File: src/rtl/system_state_pkg.sv
// Shared system-state encodings, also consumed by the LED controller.
package system_state_pkg;

  localparam int unsigned STATE_W = 2;

  typedef enum logic [STATE_W-1:0] {
    ST_IDLE    = 2'b00,
    ST_NORMAL  = 2'b01,
    ST_WARNING = 2'b10,
    ST_FAULT   = 2'b11
  } sys_state_e;

endpackage : system_state_pkg

File: src/rtl/system_state_fsm_if.sv
// Condition/request inputs and status outputs of the supervisory FSM.
interface system_state_fsm_if #(
  parameter int unsigned FAULT_CNT_W = 8
);
  import system_state_pkg::*;

  logic                   enable;
  logic                   warn_cond;
  logic                   fault_cond;
  logic                   fault_clear;
  logic [STATE_W-1:0]     system_state;
  logic                   state_changed;
  logic [FAULT_CNT_W-1:0] fault_count;

  // Condition sources / requesters drive the inputs.
  modport master (
    output enable, warn_cond, fault_cond, fault_clear,
    input  system_state, state_changed, fault_count
  );

  // The FSM consumes the inputs and drives the status.
  modport slave (
    input  enable, warn_cond, fault_cond, fault_clear,
    output system_state, state_changed, fault_count
  );

endinterface : system_state_fsm_if

File: src/rtl/debounce_filter.sv
// Two-flop synchroniser followed by a consecutive-cycle debounce filter.
module debounce_filter #(
  parameter int unsigned DEBOUNCE_CYCLES = 4
) (
  input  logic clk,
  input  logic reset,
  input  logic din_async,
  output logic dout_filt
);

  // Counter only ever holds 0..DEBOUNCE_CYCLES-1.
  localparam int unsigned CNT_W = $clog2(DEBOUNCE_CYCLES);
  localparam logic [CNT_W-1:0] CNT_LAST = CNT_W'(DEBOUNCE_CYCLES - 1);

  logic             sync1_q;
  logic             sync2_q;
  logic             filt_q;
  logic             filt_d;
  logic [CNT_W-1:0] cnt_q;
  logic [CNT_W-1:0] cnt_d;

  // Metastability synchroniser for the asynchronous raw input.
  always_ff @(posedge clk or negedge reset) begin
    if (!reset) begin
      sync1_q <= 1'b0;
      sync2_q <= 1'b0;
    end else begin
      sync1_q <= din_async;
      sync2_q <= sync1_q;
    end
  end

  // Filtered value follows only after DEBOUNCE_CYCLES consecutive disagreements.
  always_comb begin
    filt_d = filt_q;
    cnt_d  = '0;
    if (sync2_q != filt_q) begin
      if (cnt_q == CNT_LAST) begin
        filt_d = ~filt_q;
      end else begin
        cnt_d = cnt_q + CNT_W'(1);
      end
    end
  end

  // Filter state registers.
  always_ff @(posedge clk or negedge reset) begin
    if (!reset) begin
      filt_q <= 1'b0;
      cnt_q  <= '0;
    end else begin
      filt_q <= filt_d;
      cnt_q  <= cnt_d;
    end
  end

  assign dout_filt = filt_q;

endmodule : debounce_filter

File: src/rtl/system_state_fsm.sv
// Supervisory IDLE/NORMAL/WARNING/FAULT sequencer with warning hysteresis
// and a latched fault that needs an explicit clear.
module system_state_fsm
  import system_state_pkg::*;
#(
  parameter int unsigned DEBOUNCE_CYCLES = 4,
  parameter int unsigned RECOVER_CYCLES  = 16,
  parameter int unsigned FAULT_CNT_W     = 8
) (
  input  logic               clk,
  input  logic               reset,
  system_state_fsm_if.slave  bus
);

  localparam int unsigned REC_W = $clog2(RECOVER_CYCLES);
  localparam logic [REC_W-1:0]       REC_LAST = REC_W'(RECOVER_CYCLES - 1);
  localparam logic [FAULT_CNT_W-1:0] FC_MAX   = '1;

  logic                   warn_f;
  logic                   fault_f;
  sys_state_e             state_q;
  sys_state_e             state_d;
  logic [REC_W-1:0]       rec_q;
  logic [REC_W-1:0]       rec_d;
  logic [FAULT_CNT_W-1:0] fc_q;
  logic [FAULT_CNT_W-1:0] fc_d;
  logic                   changed_q;
  logic                   changed_d;

  debounce_filter #(
    .DEBOUNCE_CYCLES (DEBOUNCE_CYCLES)
  ) u_warn_filt (
    .clk       (clk),
    .reset     (reset),
    .din_async (bus.warn_cond),
    .dout_filt (warn_f)
  );

  debounce_filter #(
    .DEBOUNCE_CYCLES (DEBOUNCE_CYCLES)
  ) u_fault_filt (
    .clk       (clk),
    .reset     (reset),
    .din_async (bus.fault_cond),
    .dout_filt (fault_f)
  );

  // Next state, recovery hysteresis and fault-entry counting; fault > !enable > warning.
  always_comb begin
    state_d   = state_q;
    rec_d     = rec_q;
    fc_d      = fc_q;
    changed_d = 1'b0;

    case (state_q)
      ST_IDLE: begin
        if (bus.enable) begin
          state_d = fault_f ? ST_FAULT : ST_NORMAL;
        end
      end
      ST_NORMAL: begin
        if (fault_f) begin
          state_d = ST_FAULT;
        end else if (!bus.enable) begin
          state_d = ST_IDLE;
        end else if (warn_f) begin
          state_d = ST_WARNING;
        end
      end
      ST_WARNING: begin
        if (fault_f) begin
          state_d = ST_FAULT;
        end else if (!bus.enable) begin
          state_d = ST_IDLE;
        end else if (warn_f) begin
          rec_d = '0;
        end else if (rec_q == REC_LAST) begin
          state_d = ST_NORMAL;
        end else begin
          rec_d = rec_q + REC_W'(1);
        end
      end
      ST_FAULT: begin
        // A clear while the fault is still present is dropped, not remembered.
        if (bus.fault_clear && !fault_f) begin
          state_d = ST_IDLE;
        end
      end
      default: begin
        state_d = ST_IDLE;
      end
    endcase

    // Recovery count only lives inside WARNING.
    if (state_d != ST_WARNING) begin
      rec_d = '0;
    end

    if ((state_d == ST_FAULT) && (state_q != ST_FAULT) && (fc_q != FC_MAX)) begin
      fc_d = fc_q + FAULT_CNT_W'(1);
    end

    changed_d = (state_d != state_q);
  end

  // State, counters and registered status outputs.
  always_ff @(posedge clk or negedge reset) begin
    if (!reset) begin
      state_q   <= ST_IDLE;
      rec_q     <= '0;
      fc_q      <= '0;
      changed_q <= 1'b0;
    end else begin
      state_q   <= state_d;
      rec_q     <= rec_d;
      fc_q      <= fc_d;
      changed_q <= changed_d;
    end
  end

  assign bus.system_state  = state_q;
  assign bus.state_changed = changed_q;
  assign bus.fault_count   = fc_q;

endmodule : system_state_fsm

File: src/flat_wrapper.sv
// flat-port wrapper written by rule: the top's interface ports become plain ports
module system_state_fsm_flat import system_state_pkg::*;
#(
  parameter int unsigned DEBOUNCE_CYCLES = 4,
  parameter int unsigned RECOVER_CYCLES  = 16,
  parameter int unsigned FAULT_CNT_W     = 8
)
  (clk, reset, bus_enable, bus_warn_cond, bus_fault_cond, bus_fault_clear, bus_system_state, bus_state_changed, bus_fault_count);
  system_state_fsm_if #(.FAULT_CNT_W(FAULT_CNT_W)) bus_i ();
  input  logic clk;
  input  logic reset;
  input wire logic [$bits(bus_i.enable)-1:0] bus_enable;
  input wire logic [$bits(bus_i.warn_cond)-1:0] bus_warn_cond;
  input wire logic [$bits(bus_i.fault_cond)-1:0] bus_fault_cond;
  input wire logic [$bits(bus_i.fault_clear)-1:0] bus_fault_clear;
  output wire logic [$bits(bus_i.system_state)-1:0] bus_system_state;
  output wire logic [$bits(bus_i.state_changed)-1:0] bus_state_changed;
  output wire logic [$bits(bus_i.fault_count)-1:0] bus_fault_count;
  assign bus_i.enable = bus_enable;
  assign bus_i.warn_cond = bus_warn_cond;
  assign bus_i.fault_cond = bus_fault_cond;
  assign bus_i.fault_clear = bus_fault_clear;
  assign bus_system_state = bus_i.system_state;
  assign bus_state_changed = bus_i.state_changed;
  assign bus_fault_count = bus_i.fault_count;
  system_state_fsm #(.DEBOUNCE_CYCLES(DEBOUNCE_CYCLES), .RECOVER_CYCLES(RECOVER_CYCLES), .FAULT_CNT_W(FAULT_CNT_W)) u_core (.clk(clk), .reset(reset), .bus(bus_i));
endmodule
File: config.mk
export PLATFORM = sky130hd
export DESIGN_NAME = system_state_fsm_flat
export DESIGN_NICKNAME = d
export VERILOG_FILES = /design/src/rtl/system_state_pkg.sv /design/src/rtl/system_state_fsm_if.sv /design/src/rtl/debounce_filter.sv /design/src/rtl/system_state_fsm.sv /design/src/flat_wrapper.sv
export SDC_FILE = /design/constraint.sdc
export NUM_CORES = 1
export LEC_CHECK = 0
export BUFFER_PORTS_ARGS = -buffer_cell sky130_fd_sc_hd__buf_2
export CAP_MARGIN = 20
export CORE_MARGIN = 1.5
export CORE_UTILIZATION = 50
export DETAILED_ROUTE_END_ITERATION = 6
export PLACE_DENSITY = 0.84
export SETUP_SLACK_MARGIN = 0.02
export SLEW_MARGIN = 20
export SYNTH_ARGS = -nofsm -noshare
export SYNTH_HDL_FRONTEND = slang
export SYNTH_SLANG_ARGS = --single-unit
File: constraint.sdc
create_clock -name clk -period 2.1 [get_ports clk]
set_input_delay 0.21 -clock clk [delete_from_list [all_inputs] [get_ports clk]]
set_output_delay 0.21 -clock clk [all_outputs]
set_load 0.02 [all_outputs]
* Word level (Yosys, flattened, before mapping)
Index checks and enable logic that the tools add are counted.
Operators by class: $add $sub $neg 4, equal/unequal tests 15, multiplexer cells 21, bitwise logic cells 2, reduce and logical (&&, ||, !) cells 10
Operators by type and width (number):
- 2-to-1 mux 2 bit | 14
- 2-to-1 mux 4 bit | 6
- == test 2 bit, second input constant | 5
- adder 8 x 1 -> 8 bit, second input constant | 1
- inequality test 8 bit, second input constant | 1
- one-hot mux 2 bit (4 select lines) | 1
- adder 2 x 1 -> 2 bit, second input constant | 2
- adder 4 x 1 -> 4 bit, second input constant | 1
- == test 4 bit, second input constant | 1
- inequality test 2 bit, second input constant | 2
- AND reduction 2 bit | 2
- AND reduction 4 bit | 1
- nonzero test 2 bit | 2
- logical AND 1 bit | 3
- inequality test 3 bit, second input constant | 1
- == test 2 x 1 -> 1 bit, second input constant | 1
- zero test 2 bit | 1
- inequality test 1 bit | 2
- inequality test 2 x 1 -> 1 bit, second input constant | 1
- inequality test 2 bit | 1
- NOT 1 bit | 2
- zero test 1 bit | 1
Storage, ports and cells: flip-flop bits (word level) 25, output and inout port bits 11

* Depth between registers and ports, before layout
depth after elaboration 9, gate-level depth with buffers 6, gate-level depth less buffers 6

* By module
A second synthesis with hierarchy kept.
Unflattened totals: cell total of the unflattened synthesis 107, area, all modules 1219.9 µm²
By module, submodules not included:
- system_state_fsm | instances 1, cells each 87, area each 872.1 µm²
- debounce_filter | instances 2, cells each 10, area each 173.9 µm²

* Least setup slack after synthesis
No wires, ideal clock.
kind flip-flop to flip-flop, from register u_core.rec_q[0], to register u_core.changed_q, in the netlist u_core.bus.state_changed, library setup time 0.131 ns, arrival 1.818 ns, required time 1.969 ns, setup slack 0.150 ns, stages on the path, launching flop included 7, path buffers 0, cell sequence dfrtp_1 > ha_1 > and3_4 > o221ai_2 > nand2_2 > mux2_1 > or3_1
Between the ends: word-level cells in the longest chain between the ends 7
Ends and longest elaborated chain:
- from (decl) | line system_state_fsm.sv:23 | logic [REC_W-1:0] rec_q;
- from (signal assigned) | line system_state_fsm.sv:115 | rec_q <= rec_d;
- == test 4 bit | line system_state_fsm.sv:77 | end else if (rec_q == REC_LAST) begin
- 2-to-1 mux 2 bit | line system_state_fsm.sv:77
- 2-to-1 mux 2 bit | line system_state_fsm.sv:75 | end else if (warn_f) begin
- 2-to-1 mux 2 bit | line system_state_fsm.sv:73 | end else if (!bus.enable) begin
- 2-to-1 mux 2 bit | line system_state_fsm.sv:71 | if (fault_f) begin
- one-hot mux 2 bit (4 select lines) | line system_state_fsm.sv:55 | case (state_q)
- via u_core.state_d[0] | line system_state_fsm.sv:22 | sys_state_e state_d;
- inequality test 2 bit | line system_state_fsm.sv:103 | changed_d = (state_d != state_q);
- via u_core.changed_d | line system_state_fsm.sv:28 | logic changed_d;
- to (signal assigned) | line system_state_fsm.sv:117 | changed_q <= changed_d;
- to (decl) | line system_state_fsm.sv:27 | logic changed_q;
The timed path passes the listed nets, and every way through them passes these cells. A chain may end at the register's enable or synchronous reset.

* Worst setup path after layout
Same ends and word-level chain as after synthesis.

==> key figures <==
Route
  • DR DRC count: 0
  • Total wire length: 2.259 mm
  • Pre-Repair DR Iteration Count: 4
  • Vias: 884
  • Routed length per placed instance: ~14 um
  • Routed Antenna Nets: 0
  • DR vias/cell: 5.560
  • Initial DRC Count: 19

Finish
  • N_diodes: 0
  • Final #Nets: 140
  • Fillers: 214
  • FF+latch area: about 630 um^2
  • Layout area overhead: 15.89%
  • Share of layout cells above drive strength 1: 31.01%
  • Multi-input logic area: 615.6 um^2

Timing
  • Final hold slack: 0.3447 ns
  • Fin Clk Skew: 0.01456 ns
  • Final Critical Period: about 2.0 ns
  • TNS Setup: 0 ns
  • Slew at the pin closest to its max-slew limit: 0.5528 ns
  • Pins Over Slew Limit: 0
  • RSZ-0062 raised after global routing: no
  • Setup violators final: 0
  • Period utilization: 96.49%
  • Headroom to the max-slew limit: 63.15%
  • Fmax: approximately 500 MHz
  • Final hold vios: 0

Logic synthesis
  • Post-synth EDFFs: 0
  • Simple-gate share of the synthesized area: 20.36%
  • Largest family of logic cells by synthesized area: simple AND/OR/NAND/NOR gates
  • Sequential-to-total area share from yosys stat: 49.65%
  • Syn_area_per_cell: around 12 um^2
  • Synth Area in Compound Gates: 12.21%
  • FF+latch count, synth: 25
  • Multiplexer share of the synthesized area: 3.873%
  • Synthesized Nets: 114
  • Post-Synth XOR/XNOR Area: ~7.5%
  • Gate Count Post-Synth: 104
  • Post-synthesis async set-or-reset flop share: 100.0%
  • Post-Synth Adder-Cell Area: 3.972%
  • Most used flip-flop cell after synthesis: dfrtp_1
  • Syn Std Cell Area: 0.001260 mm^2
  • Synth unique cells: 41
  • Synth warn: 0

Worst setup path
  • CP Capture Type: register
  • Setup crit start kind: register
  • Critical path arrival: between 2 and 2.5 ns
  • CP max FO: 5
  • Crit path required time: between 2 and 2.5 ns
  • Crit path kind: register to register

Power
  • Lkg Pwr: around 0.67 nW
  • Peak supply drop: 1127 uV
  • Pwr/cell area: 1338 mW/mm^2

Floorplanning
  • Floorplan die width: 53.20 um
  • Area of the die: 0.002830 mm^2
  • Starting Density: 51.80%
  • Number of top-level pins: 17
  • Core area: 0.002432 mm^2
  • Standard-cell rows: 18
  • Die H: approximately 53 um

Clock network
  • CTS tree: yes
  • CTS Sinks: 25
  • Clock tree buffer depth: 2
  • CTS Buf Count: 3
  • Clock Root Buffer: clkbuf_4
  • Worst-skew pair later-pin latency: 0.32 ns
  • H-tree depth: 1
  • Worst-path clk slew: about 0.14 ns

Global routing
  • Grt total ovfl: 0
  • Total GRT Usage: 17.49%
  • Initial antenna violation count: 0
  • First-pass GRT wire length: 3.574 mm
  • Vias in the first global route: 823
  • Largest net degree at the start of global routing: 26

Placed design
  • Port buffer count: 16
  • GPL Wtd Cong: 0.8326
  • Hpwl dp: between 1.5 and 2 mm

Job
  • Max cap viols: 0

Hold path
  • Class of the worst hold path: primary input to register

Run status
  • Outcome: finished clean
power breakdown:
group / internal [W] / switching, W / total, W
registers: 0.000612 / 0.000196 / 0.000808
clock network: 0.0000728 / 0.000145 / 0.000218
logic: 0.000454 / 0.000472 / 0.000927
area by class of cell:
type	count	share of cell area [%]
inverters	1	0.2571
clock buffers	3	1.542
well taps	30	2.571
flip-flops and latches	25	42.84
clock inverters	1	0.5141
multi-input cells	75	42.16
repair buffers	24	10.11
per-layer routing:
metal / vias to the layer above / wire length (um) / global-route usage, %
met2: 18 / 1133 / 29.22
li1: 428 / - / -
met1: 436 / 1025 / 21.53
met4: 0 / 16 / 7.265
met3: 2 / 83 / 3.955
met5: - / 0 / 0
path summary, 6_finish.rpt:
path                                        startpoint                             to  slack (ns)  cells past startpoint
hold / removal                         bus_fault_clear     u_core.bus.system_state[0]        0.34                      4
setup reg to reg                       u_core.rec_q[0]       u_core.bus.state_changed        0.07                      6
min in group asynchronous                        reset      u_core.bus.fault_count[2]        0.38                      2
hold reg to reg            u_core.u_fault_filt.sync1_q    u_core.u_fault_filt.sync2_q        0.36                      0
setup / recovery                       u_core.rec_q[0]       u_core.bus.state_changed        0.07                      6
max in group asynchronous                        reset  u_core.u_fault_filt.dout_filt        1.34                      2
Yosys cell counts (2+ instances only):
cell type,n,area share [%]
buf_4,2,1.2
nand3_1,7,2.8
a211oi_1,2,1.2
nand2_2,2,0.99
ha_1,4,4.0
a21oi_1,3,1.2
nor3_1,4,1.6
xnor2_1,9,6.3
mux2_2,2,1.8
and3_1,6,3.0
nor2b_1,3,1.5
dfrtp_1,25,50
a2bb2oi_1,2,1.4
nor2_1,6,1.8
what timing repair did:
action                                  CTS  global route
setup buffers                             0             2
hold buffers                              3             0
hold endpoints to repair                 27             0
endpoints found under the setup margin    0             1
resized for setup                         0             1
cell families after synthesis:
group                      after synthesis
muxes                                    4
and+or+nand+nor                         40
AOI/OAI and AO/OA                       17
DFF                                     25
buffers and inverters                    4
adders and majority gates                4
xor gates and xnor gates                10
per-stage QoR:
stage / setup slack [ns] / instances / total power [W] / area (um^2) / util, %
after global placement: 0.1126 / 150 / 0.001655 / 1374 / 56.48
after detailed placement: 0.06904 / 150 / 0.001697 / 1374 / 56.48
final: 0.07370 / 159 / 0.001953 / 1460 / 60.03
after global routing: 0.03973 / 159 / 0.002095 / 1460 / 60.03
after CTS: 0.03851 / 157 / 0.001924 / 1434 / 58.95
after floorplan: 0.1503 / 104 / 0.001496 / 1260 / -
state kept, by name, summed over array words and instances (netlist names), 2 cells and up:
signal                     cells
u_core.u_fault_filt.cnt_q      2
u_core.bus.fault_count         8
u_core.u_warn_filt.cnt_q       2
u_core.rec_q                   4
u_core.bus.system_state        2
worst max-delay path: stages, from the launching register on:
cell      delay (ns)
dfrtp_1         0.44
ha_1            0.26
and3_4          0.22
o221ai_4        0.25
nand2_2         0.09
mux2_1          0.31
or3_1           0.34
layout by cell type (no fill, tap or decap), types with 4 or more instances in the layout:
cell     synthesis  routed
nand3_1          7       7
and3_1           6       6
nor3_1           4       4
buf_4            2       5
ha_1             4       4
nor2_1           6       6
buf_2            0      16
xnor2_1          9       9
dfrtp_1         25      25
No activity file was read; power rests on OpenSTA's default activity.
